[config.mk]
export PLATFORM = sky130hd
export DESIGN_NAME = fp_result_stage
export DESIGN_NICKNAME = d
export VERILOG_FILES = /design/src/rtl/fp_result_stage_pkg.sv /design/src/rtl/fp_skid_buffer.sv /design/src/rtl/fp_result_stage.sv
export SDC_FILE = /design/constraint.sdc
export NUM_CORES = 1
export LEC_CHECK = 0
export CAP_MARGIN = 10
export CORE_MARGIN = 3
export CORE_UTILIZATION = 45
export CTS_BUF_LIST = sky130_fd_sc_hd__clkbuf_2
export DETAILED_ROUTE_END_ITERATION = 6
export PLACE_DENSITY = 0.79
export RECOVER_POWER = 50
export SLEW_MARGIN = 20
export SYNTH_ARGS = -nofsm -noshare
export SYNTH_HDL_FRONTEND = slang
export SYNTH_SLANG_ARGS = --single-unit
[constraint.sdc]
create_clock -name clk -period 1.3 [get_ports clk]
set_input_delay 0.26 -clock clk [delete_from_list [all_inputs] [get_ports clk]]
set_output_delay 0.26 -clock clk [all_outputs]
set_load 0.01 [all_outputs]
[src/rtl/fp_result_stage_pkg.sv]
// ---------------------------------------------------------------------------
// fp_result_stage_pkg : shared RISC-V FP types (fflags, rounding modes)
// Rev 1.0
// ---------------------------------------------------------------------------
`default_nettype none

package fp_result_stage_pkg;

  // Exception flags ordered {NV, DZ, OF, UF, NX}
  typedef logic [4:0] fflags_t;

  typedef enum logic [2:0] {
    RNE = 3'd0,
    RTZ = 3'd1,
    RDN = 3'd2,
    RUP = 3'd3,
    RMM = 3'd4,
    DYN = 3'd7
  } rounding_mode_e;

  function automatic logic rm_reserved(input logic [2:0] rm);
    return rm inside {3'd5, 3'd6, 3'd7};
  endfunction

endpackage

`default_nettype wire

[src/rtl/fp_skid_buffer.sv]
// ---------------------------------------------------------------------------
// fp_skid_buffer : 2-entry valid/ready FIFO with registered in_ready
// Rev 1.0
// ---------------------------------------------------------------------------
`default_nettype none

module fp_skid_buffer #(
  parameter int ENTRY_W = 8
) (
  input  logic               clk,
  input  logic               rst,
  input  logic               flush,
  input  logic               in_valid,
  output logic               in_ready,
  input  logic [ENTRY_W-1:0] in_data,
  output logic               out_valid,
  input  logic               out_ready,
  output logic [ENTRY_W-1:0] out_data
);

  localparam logic [1:0] OCC_EMPTY = 2'd0;
  localparam logic [1:0] OCC_ONE   = 2'd1;
  localparam logic [1:0] OCC_FULL  = 2'd2;

  logic [1:0]         occ_q, occ_d;
  logic               in_ready_q, in_ready_d;
  logic [ENTRY_W-1:0] head_q, head_d;
  logic [ENTRY_W-1:0] tail_q, tail_d;
  logic               push;
  logic               pop;

  assign push      = in_valid && in_ready_q;
  assign out_valid = (occ_q != OCC_EMPTY);
  assign pop       = out_valid && out_ready;
  assign in_ready  = in_ready_q;
  assign out_data  = head_q;

  // Head always lives in head_q; vacated slots are zeroed so idle outputs read 0.
  always_comb begin
    occ_d  = occ_q;
    head_d = head_q;
    tail_d = tail_q;
    if (flush) begin
      occ_d  = OCC_EMPTY;
      head_d = '0;
      tail_d = '0;
    end else begin
      case (occ_q)
        OCC_EMPTY: begin
          if (push) begin
            occ_d  = OCC_ONE;
            head_d = in_data;
          end
        end
        OCC_ONE: begin
          if (push && pop) begin
            head_d = in_data;
          end else if (push) begin
            occ_d  = OCC_FULL;
            tail_d = in_data;
          end else if (pop) begin
            occ_d  = OCC_EMPTY;
            head_d = '0;
          end
        end
        OCC_FULL: begin
          if (pop) begin
            occ_d  = OCC_ONE;
            head_d = tail_q;
            tail_d = '0;
          end
        end
        default: begin
          occ_d  = OCC_EMPTY;
          head_d = '0;
          tail_d = '0;
        end
      endcase
    end
    in_ready_d = (occ_d != OCC_FULL);
  end

  always_ff @(posedge clk) begin
    if (!rst) begin
      occ_q      <= OCC_EMPTY;
      in_ready_q <= 1'b0;
      head_q     <= '0;
      tail_q     <= '0;
    end else begin
      occ_q      <= occ_d;
      in_ready_q <= in_ready_d;
      head_q     <= head_d;
      tail_q     <= tail_d;
    end
  end

endmodule

`default_nettype wire

[src/rtl/fp_result_stage.sv]
// ---------------------------------------------------------------------------
// fp_result_stage : FP result skid buffer, fcsr (fflags/frm) and rm resolution
// Rev 1.0
// ---------------------------------------------------------------------------
`default_nettype none

module fp_result_stage
  import fp_result_stage_pkg::*;
#(
  parameter int WIDTH          = 32,
  parameter int REG_ADDR_WIDTH = 5
) (
  input  logic                      clk,
  input  logic                      rst,
  input  logic                      inValid,
  output logic                      inReady,
  input  logic [WIDTH-1:0]          inResult,
  input  fflags_t                   inFlags,
  input  logic [REG_ADDR_WIDTH-1:0] inRd,
  output logic                      outValid,
  input  logic                      outReady,
  output logic [WIDTH-1:0]          outResult,
  output logic [REG_ADDR_WIDTH-1:0] outRd,
  input  logic                      flush,
  input  logic [2:0]                instrRm,
  output logic [2:0]                effectiveRm,
  output logic                      rmIllegal,
  input  logic                      csrFflagsWe,
  input  logic [4:0]                csrFflagsWdata,
  input  logic                      csrFrmWe,
  input  logic [2:0]                csrFrmWdata,
  output logic [4:0]                fflags,
  output logic [2:0]                frm
);

  typedef struct packed {
    logic [WIDTH-1:0]          result;
    fflags_t                   flags;
    logic [REG_ADDR_WIDTH-1:0] rd;
  } entry_t;

  localparam int ENTRY_W = $bits(entry_t);

  entry_t  in_entry;
  entry_t  head;
  logic [ENTRY_W-1:0] head_bits;
  logic    retire;
  fflags_t fflags_q, fflags_d;
  logic [2:0] frm_q, frm_d;

  assign in_entry = '{result: inResult, flags: inFlags, rd: inRd};

  fp_skid_buffer #(
    .ENTRY_W (ENTRY_W)
  ) u_skid (
    .clk       (clk),
    .rst       (rst),
    .flush     (flush),
    .in_valid  (inValid),
    .in_ready  (inReady),
    .in_data   (in_entry),
    .out_valid (outValid),
    .out_ready (outReady),
    .out_data  (head_bits)
  );

  assign head      = entry_t'(head_bits);
  assign outResult = head.result;
  assign outRd     = head.rd;
  assign retire    = outValid && outReady;

  // A CSR write replaces the old value but a same-cycle retirement still ORs in.
  always_comb begin
    fflags_d = csrFflagsWe ? csrFflagsWdata : fflags_q;
    if (retire && !flush) begin
      fflags_d = fflags_d | head.flags;
    end
    frm_d = csrFrmWe ? csrFrmWdata : frm_q;
  end

  always_ff @(posedge clk) begin
    if (!rst) begin
      fflags_q <= '0;
      frm_q    <= RNE;
    end else begin
      fflags_q <= fflags_d;
      frm_q    <= frm_d;
    end
  end

  assign fflags      = fflags_q;
  assign frm         = frm_q;
  assign effectiveRm = (instrRm == DYN) ? frm_q : instrRm;
  assign rmIllegal   = rm_reserved(effectiveRm);

endmodule

`default_nettype wire

==> metrics.md <==
| Metric | Value |
|---|---|
| Status | `finished with violations` |
| Failing checks | `setup timing` |
| Antenna-violating nets left | `0` |
| Sequential fraction of the synthesis area | `38.03%` |
| Gr usage total | `26.55%` |
| Maxcap violations | `0` |
| Most common cell after layout, fill and taps aside | `nor2_1` |
| Total gr overflow | `0` |
| #FFs+latches synth | `95` |
| RePlAce Congestion | `0.7729` |
| Non-filler cells, final | `824` |
| Die W | `111.4 um` |
| Critical path launch point type | `register` |
| Worst path required time | `1.83 ns` |
| Largest net degree at the start of global routing | `37` |
| Final Net Count | `743` |
| Hold Path Sink | `frm[0]$_SDFFE_PN0P_` |
| Worst Setup End Kind | `register` |
| Worst hold path type | `input pin to register` |
| Share of cells above drive strength 1 | `53.49%` |
| FF-to-FF End | `u_skid.tail_q[22]$_SDFFE_PP0P_` |
| Post-route setup slack | `-0.4984 ns` |
| Internal reg-to-reg setup slack | `-0.50 ns` |
| Pre-antenna DRT Iters | `4` |
| CTS Root Cell | `clkbuf_2` |
| Slew Limit Fails | `0` |
| Crit path kind | `register to register` |
| Detailed placer's ending HPWL | `8.796 mm` |
| Layout area overhead | `64.90%` |
| Die footprint | `12410 um^2` |
| Final period util | `138.3%` |
| Peak VDD IR | `0.6254 mV` |
| Row count | `37` |
| Cell depth of the worst flop-to-flop path | `9` |
| Port buffer count | `110` |
| Syn Area/Cell | `9.617 um^2` |
| First-pass GRT wire length | `26.04 mm` |
| Drt total wl | `18.46 mm` |
| Max-slew headroom | `75.01%` |
| Hold Path Cell Cnt | `3` |
| Final Cell Area | `8247 um^2` |
| DR vias/cell | `5.711` |
| Detailed Route Iter0 Violations | `262` |
| I/O pins | `111` |
| RR Startpoint | `u_skid.occ_q[1]$_SDFF_PN0_` |
| Sink Count | `95` |
| Antenna cells | `0` |
| Placed Area | `6123 um^2` |
| CTS tree | `yes` |
| Antenna violations before repair | `0` |
| Clk pin slew, worst setup/hold paths | `0.26 ns` |
| Period minus WS final | `1.798 ns` |
| Final hold viol count | `0` |
| Clock Skew | `0.03569 ns` |
| Vias | `4706` |
| Tot Pwr | `5.860 mW` |
| Post-CTS Hold Fix Bufs | `0` |
| Synth cell types | `30` |
| Gate Count Post-Synth | `520` |
| H-Tree Depth | `3` |
| Clock Path Buffers | `2` |
| Yosys Warn Count | `0` |
| Setup TNS | `-36.52 ns` |
| # setup viols final | `142` |
| Initial core utilization | `47.38%` |
| Worst-Margin Slew | `0.3645 ns` |
| Per-cell routed wire length | `22.40 um` |
| CTS buffer count | `9` |
| RSZ-0062 raised after global routing | `yes` |
| Fmax | `556.1 MHz` |
| Die Y-Extent | `111.4 um` |
| Worst hold path startpoint | `csrFrmWdata[0]` |
| Net Count, Synth | `580` |
| Synthesized area | `5001 um^2` |
| Clk_lat worst skew | `0.59 ns` |
| Critical path peak fanout | `7` |
| Vias in the first global route | `4809` |
| DRC viols | `0` |
| Core area | `10560 um^2` |
| Worst Path Arrival | `2.33 ns` |
| Commonest cells after routing, fill and taps aside | `nor2_1, mux2i_1, buf_6, clkdlybuf4s50_1, buf_4` |
| Pwr dens | `710.7 nW/um^2` |
| # placed instances | `725` |
| Leakage | `3.091 nW` |
## Yosys cell counts, drive strengths merged
| cell | instances | share of area (%) |
|---|---|---|
| inv | 2 | 0.15 |
| o22ai | 1 | 0.40 |
| o22a | 1 | 0.18 |
| a2bb2oi | 1 | 0.18 |
| a31oi | 1 | 0.13 |
| nor2b | 6 | 0.90 |
| a22oi | 42 | 6.3 |
| and4b | 1 | 0.20 |
| nand2b | 2 | 0.25 |
| nor3 | 2 | 0.20 |
| xnor2 | 2 | 0.50 |
| and2 | 43 | 5.4 |
| and3b | 1 | 0.18 |
| o2bb2ai | 43 | 7.9 |
| mux2i | 92 | 18 |
| nand2 | 9 | 0.68 |
| a21boi | 5 | 0.75 |
| nor2 | 86 | 6.5 |
| clkbuf | 14 | 1.1 |
| buf | 67 | 11 |
| o21a | 4 | 0.60 |
| dfxtp | 95 | 38 |
## state kept, by name, indices dropped and copies added (netlist names)
name,cells
u_skid.out_data,42
u_skid.tail_q,42
fflags,5
frm,3
u_skid.occ_q,2
u_skid.in_ready,1
## through the flow
| stage | hold WS, ns | setup slack [ns] | util, % |
|---|---|---|---|
| 3_3_place_gp | 0.4593 | -0.5972 | 58.01 |
| 4_1_cts | 0.2190 | -0.4226 | 72.89 |
| 2_1_floorplan | 0.4133 | -0.01248 | - |
| 5_1_grt | 0.2357 | -0.5350 | 78.13 |
| 3_5_place_dp | 0.4718 | -0.6121 | 58.01 |
| 6_report | 0.2682 | -0.4984 | 78.13 |
## worst max-delay path by stage
stage	slack (ns)	end	from	cells after the start
after global placement	-0.60	rmIllegal	instrRm[2]	5
after CTS	-0.42	rmIllegal	frm[0]$_SDFFE_PN0P_	3
after floorplan	-0.01	u_skid.tail_q[10]$_SDFFE_PP0P_	outReady	7
after global routing	-0.53	u_skid.tail_q[22]$_SDFFE_PP0P_	u_skid.occ_q[1]$_SDFF_PN0_	9
final	-0.50	u_skid.tail_q[22]$_SDFFE_PP0P_	u_skid.occ_q[1]$_SDFF_PN0_	9
after detailed placement	-0.61	rmIllegal	instrRm[2]	5
## power breakdown
group	internal, mW	switching [mW]	leakage, nW
Sequential	2.98	0.0430	0.792
Clock	0.248	1.03	0.0568
Combinational	0.861	0.702	2.24
Total	4.08	1.78	3.09
## routing by layer
| metal | vias up | routed length, um | global-route usage (%) |
|---|---|---|---|
| met2 | 186 | 9594 | 47.61 |
| met3 | 71 | 995 | 4.891 |
| li1 | 2126 | - | - |
| met1 | 2323 | 7029 | 30.48 |
| met4 | 0 | 837 | 12.41 |
| met5 | - | 0 | 0 |
## cell type report
cell class	count	area [um^2]
Sequential cell	95	1971
Clock buffer	11	55.05
Fill cell	583	2308
Inverter	2	7.507
Timing Repair Buffer	233	2780
Tap cell	136	170.2
Clock inverter	5	25.02
Multi-Input combinational cell	342	3238
## worst max-delay path, cell delays in order (launching register included)
cell	delay (ns)
dfxtp_4	0.42
buf_8	0.13
buf_12	0.12
buf_12	0.12
nor2b_4	0.29
buf_12	0.16
buf_12	0.11
and2_4	0.13
mux2i_1	0.08
nor2_1	0.16
## kinds of logic (layout without fill, tap and decap cells)
kind of cell	Yosys count	after routing	synth area share [%]
xor gates and xnor gates	2	2	0.5005
AOI/OAI and AO/OA	98	98	16.44
buffers and inverters	83	251	12.33
DFF	95	95	38.03
and+or+nand+nor	150	150	14.29
muxes	92	92	18.41
## repair_timing
action                                  4_1_cts  5_1_grt
gates cloned                                 18        2
buffers inserted                             36       37
hold endpoints to repair                      0        0
pin swaps                                    62       69
endpoints found under the setup margin      137      143
gates resized for setup                     424       96
No activity file was read; power rests on OpenSTA's default activity.
